--- config.mk ---
export PLATFORM = sky130hd
export DESIGN_NAME = msg_scroller
export DESIGN_NICKNAME = d
export VERILOG_FILES = /design/src/rtl/msg_scroller.sv
export SDC_FILE = /design/constraint.sdc
export NUM_CORES = 1
export LEC_CHECK = 0
export CORE_ASPECT_RATIO = 0.75
export CORE_MARGIN = 2
export CORE_UTILIZATION = 50
export CTS_CLUSTER_SIZE = 20
export DETAILED_ROUTE_END_ITERATION = 10
export HOLD_SLACK_MARGIN = 0.05
export PLACE_DENSITY = 0.79
export SLEW_MARGIN = 20
export SYNTH_ARGS = -nofsm -noshare
export SYNTH_HDL_FRONTEND = slang
export SYNTH_SLANG_ARGS = --single-unit
--- constraint.sdc ---
create_clock -name clk -period 8.3 [get_ports clk]
set_clock_uncertainty 0.2 [all_clocks]
set_input_delay 1.66 -clock clk [delete_from_list [all_inputs] [get_ports clk]]
set_output_delay 1.66 -clock clk [all_outputs]
set_load 0.005 [all_outputs]
--- src/rtl/msg_scroller.sv ---
// msg_scroller: scrolling 5-bit char-code window with digit scan; define SCROLLER_WRAP_EN for endless looping
module msg_scroller #(
    parameter int MSG_DEPTH = 16,
    parameter int AW        = 4,
    parameter int DIGITS    = 4,
    parameter int SCAN_DIV  = 50000,
    parameter int STEP_DIV  = 25000000
) (
    input  logic              clk,
    input  logic              rst,
    input  logic              wr_en,
    input  logic [AW-1:0]     wr_addr,
    input  logic [4:0]        wr_data,
    input  logic [AW:0]       msg_len,
    input  logic              start,
    input  logic              stop,
    output logic              busy,
    output logic              done,
    output logic [4:0]        char_code,
    output logic [DIGITS-1:0] digit_sel_n
);
    localparam int SCW = SCAN_DIV > 1 ? $clog2(SCAN_DIV) : 1;
    localparam int STW = STEP_DIV > 1 ? $clog2(STEP_DIV) : 1;
    localparam int IW  = DIGITS > 1 ? $clog2(DIGITS) : 1;

    typedef enum logic {IDLE, RUN} state_t;

    state_t         state;
    logic [4:0]     mem [MSG_DEPTH];
    logic [SCW-1:0] scan_cnt;
    logic [STW-1:0] step_cnt;
    logic [IW-1:0]  idx;
    logic [AW:0]    pos;
    logic [AW:0]    len;
    logic [AW+1:0]  sum;
    logic [4:0]     win_code;
`ifdef SCROLLER_WRAP_EN
    logic [AW-1:0]  ofs;
`endif

    // message buffer: codes beyond the decoder range are stored as blank
    always_ff @(posedge clk)
        if (wr_en) mem[wr_addr] <= wr_data > 5'd17 ? 5'd15 : wr_data;

    // code for the digit currently being scanned; blank when idle or past the message end
    always_comb begin
        sum = (AW+2)'(pos) + (AW+2)'(idx);
`ifdef SCROLLER_WRAP_EN
        ofs = AW'(sum % (AW+2)'(len));
        win_code = state == RUN ? mem[ofs] : 5'd15;
`else
        win_code = (state == RUN && sum < (AW+2)'(len)) ? mem[sum[AW-1:0]] : 5'd15;
`endif
    end

    // digit scan: code and enable registered together so they never disagree
    always_ff @(posedge clk or posedge rst) begin
        if (rst) begin
            scan_cnt    <= '0;
            idx         <= '0;
            char_code   <= 5'd15;
            digit_sel_n <= ~DIGITS'(1);
        end else begin
            scan_cnt    <= scan_cnt == SCW'(SCAN_DIV - 1) ? '0 : scan_cnt + SCW'(1);
            if (scan_cnt == SCW'(SCAN_DIV - 1))
                idx <= idx == IW'(DIGITS - 1) ? '0 : idx + IW'(1);
            char_code   <= win_code;
            digit_sel_n <= ~(DIGITS'(1) << idx);
        end
    end

    // run control: start latches length, step timer advances the window, stop aborts
    always_ff @(posedge clk or posedge rst) begin
        if (rst) begin
            state    <= IDLE;
            pos      <= '0;
            len      <= (AW+1)'(1);
            step_cnt <= '0;
            busy     <= 1'b0;
            done     <= 1'b0;
        end else begin
            done <= 1'b0;
            if (state == IDLE) begin
                if (start && !stop && msg_len != '0 && msg_len <= (AW+1)'(MSG_DEPTH)) begin
                    len      <= msg_len;
                    pos      <= '0;
                    step_cnt <= '0;
                    state    <= RUN;
                    busy     <= 1'b1;
                end
            end else if (stop) begin
                state <= IDLE;
                busy  <= 1'b0;
            end else if (step_cnt == STW'(STEP_DIV - 1)) begin
                step_cnt <= '0;
`ifdef SCROLLER_WRAP_EN
                pos <= pos == len - (AW+1)'(1) ? '0 : pos + (AW+1)'(1);
`else
                if (pos == len) begin
                    done  <= 1'b1;
                    state <= IDLE;
                    busy  <= 1'b0;
                end else begin
                    pos <= pos + (AW+1)'(1);
                end
`endif
            end else begin
                step_cnt <= step_cnt + STW'(1);
            end
        end
    end
endmodule

==> implementation parameters <==
Parameter                              Value

Cells and area
  Number of filler instances in the final layout ... 970
  Post-route insts no fill ... 730
  Commonest non-fill, non-tap cells in the layout ... edfxtp_1 (80), dfrtp_1 (57), nor2_1 (51)
  Total number of nets in the final design ... 579
  Number of diodes ... 0
  Multi-input combinational cell area ... 2516 um^2
  Sequential cell area ... around 4000 um^2
  Synthesis-to-finish area growth ... 16.06%
  Core utilization of the finished layout ... 59.74%
  Most common cell after layout, fill and taps aside ... edfxtp_1
  Share of post-route cells with drive strength above 1 ... 15.21%

CTS
  Depth of the CTS H-tree ... 4
  Resize count post-CTS ... 0
  Root buf cell ... clkbuf_16
  Setup repair bufs after CTS ... 0
  Clock tree from TritonCTS ... yes
  Number of buffers added by the clock tree synthesis step ... 17
  Worst skew pair latency ... 420 ps
  CTS max path bufs ... 2
  Clock transition at the registers of the reported paths ... ~60 ps
  CTS Sinks ... 145
  Hold bufs inserted after CTS ... 0

Timing
  Normalized max-slew margin ... between 30 and 40%
  Aggregate negative setup slack ... 0 ps
  Count of final hold-check violations ... 0
  Fraction of the cycle the final worst path needs ... between 50% and 60%
  Shortest clock period the worst path allows after layout ... ~4200 ps
  Final setup violation count ... 0
  Setup repair after global routing missed its margin ... false
  Hold slack final ... ~310 ps
  Max Freq ... approximately 0.24 GHz
  Transition time of the tightest slew-check pin ... 988.0 ps
  Slew Limit Fails ... 0

Critical path
  Number of buffers and inverters on the critical path ... 2
  Series of cell instances along the critical path ... clkdlybuf4s50_1 -> nor4_1 -> mux2i_1 -> buf_4 -> nor2_1 -> or2_2 -> o221ai_1
  Critical path startpoint category ... primary input
  Largest incremental delay on the critical path ... 570 ps
  Cell at the slowest stage of the critical path ... nor4_1
  Crit-path leading delay family ... simple AND/OR/NAND/NOR gates
  Worst R2R Start ... pos[0]$_DFFE_PP0P_
  Startpoint of the most critical setup path ... msg_len[0]
  Arrival time of data at the critical path endpoint ... 4240 ps
  Req. time, crit path ... 8370 ps
  Worst Setup Path Type ... in2reg
  Register-to-register path setup slack ... around 5000 ps
  Peak fanout along the critical path ... 25
  Critical Path End Type ... flip-flop

Route
  Mean number of vias per cell ... 5.877
  DR iter-0 viols ... ~360
  Final Routed Wirelength ... 13,560 um
  Routed wire length per instance ... 18.58 um
  Vias after detailed routing ... 4,290
  Detail Route Antenna Nets ... 0
  Drt first pass iters ... 4
  Number of design rule violations left after detail routing ... 0

Power and ir drop
  Pwr/cell area ... 223.7 nW/um^2
  Leakage power ... 2.938 nW
  Power share of the sequential group ... a little under half
  Net switching fraction of the power ... 26.72%
  Sum of internal, switching and leakage power ... 1.739 mW
  Power spent charging and discharging nets ... between 0.4 and 0.5 mW
  Total internal power ... roughly 1.3 mW
  Peak ir drop on the vdd network ... 0.1456 mV
  Proportion of power drawn by the clock network ... 43.9%
  Combinational power share ... 8.8%

Synth
  Syn Nets ... 545
  Count of unique library cells instantiated by Yosys ... between 50 and 60
  Top FF cell, synth ... edfxtp_1
  YS warnings ... 0
  Sequential element share of the synthesized area ... between 60% and 70%
  Average instance area after synthesis ... ~13 um^2
  Leading post-synthesis cells by cell area ... edfxtp_1 (36%), dfrtp_1 (21%), mux4_2 (6.7%), dfstp_2 (3.1%), xnor2_1 (3.1%)
  Area share of the largest cell type after synthesis ... 35.85%
  Seq cells post-synth ... 145
  Async SR Flop Fraction ... 44.83%
  Most area-hungry cell type in the Yosys netlist ... edfxtp_1
  Post-synthesis instance area ... 6700 um^2
  Number of enable flip-flop cells after synthesis ... 80
  Synthesized netlist cell count ... approximately 510

Global route
  Antenna violations before repair ... 0
  Number of global-route vias before repair ... 4,391
  Global-route congestion overflow total ... 0
  Pin count of the biggest net entering global routing ... 66
  Overall fraction of global-route tracks in use ... approximately a fifth
  Wire length of the first global-routing pass ... ~23,000 um

Placed design
  Placed Cells incl. Taps ... 698
  Placed wire-length estimate after detailed placement ... 8934 um
  Number of buffers inserted by port buffering ... 29
  Last weighted congestion value of the routability-driven placer ... 0.8822

Floorplan
  # IOs ... 30
  Starting density of the core ... 51.47%
  Vertical extent of the die ... 104.3 um
  Site Rows ... 36
  Core Area ... 13,020 um^2
  Width of the die ... around 140 um
  Floorplan die area ... 14,350 um^2

Min path
  HP Class ... reg2reg
  Hold path startpoint ... scan_cnt[13]$_DFF_PP0_

Flow run
  Number of maximum-capacitance violations ... 0

Run status
  Status ... finished, final reports clean
[synth_stat cells (13+ instances only)]
library cell / n
clkbuf_1: 16
mux4_2: 20
nand3_1: 22
xnor2_1: 24
inv_1: 19
nor2_1: 51
xor2_1: 16
ha_1: 13
nor3_1: 13
nand4_1: 13
nand2_1: 29
dfrtp_1: 57
edfxtp_1: 80
[layout make-up]
type                       count  share of cell area [%]
tap                          171                   2.751
multi-input combinational    329                   32.36
timing repair buffer          34                   4.216
clock buffer                  17                   5.471
clock inverter                15                   2.349
sequential                   145                   51.94
inverter                      19                  0.9171
[metal layers]
| layer | global-route usage, % | routed length [um] |
|---|---|---|
| met4 | 8.468 | 204 |
| met1 | 28.64 | 6257 |
| met5 | 0 | 0 |
| met2 | 31.66 | 6436 |
| met3 | 4.727 | 660 |
[registers in the layout, indices dropped and copies added (netlist names)]
name         count
busy             1
char_code        5
digit_sel_n      4
done             1
idx              2
len              5
mem             80
pos              5
scan_cnt        16
state            1
step_cnt        25
[power by group through the flow]
| stage | logic, mW | registers [mW] | clock network, mW |
|---|---|---|---|
| final | 0.154 | 0.822 | 0.763 |
| after global routing | 0.171 | 0.826 | 0.805 |
| after CTS | 0.156 | 0.821 | 0.773 |
| after detailed placement | 0.153 | 0.836 | 0 |
| after global placement | 0.148 | 0.834 | 0 |
| after floorplan | 0.109 | 0.822 | 0 |
[kinds of logic (layout without fill, tap and decap cells)]
logic type / after synthesis / after routing / synth area share, %
adder cells (fa/ha/maj): 14 / 14 / 2.726
multiplexers: 35 / 35 / 9.076
buffers and inverters: 38 / 85 / 2.166
XOR/XNOR: 40 / 40 / 5.229
AND/OR/NAND/NOR: 179 / 179 / 14.19
flip-flops: 145 / 145 / 60.28
AO/OA/AOI/OAI: 61 / 61 / 6.331
[final timing paths]
path	endpoint	cells after the start
max	pos[0]$_DFFE_PP0P_	7
min	scan_cnt[13]$_DFF_PP0_	1
max reg2reg	char_code[1]$_DFF_PP1_	8
min reg2reg	scan_cnt[13]$_DFF_PP0_	1
max in group asynchronous	scan_cnt[13]$_DFF_PP0_	3
min in group asynchronous	step_cnt[19]$_DFFE_PP0P_	3
[metrics by stage]
stage	setup WS [ps]	cell area (um^2)
after floorplan	4827	6700
after global placement	3872	7168
after detailed placement	3757	7168
after CTS	4201	7776
after global routing	4071	7776
final	4130	7776
No activity file was read; power rests on OpenSTA's default activity.
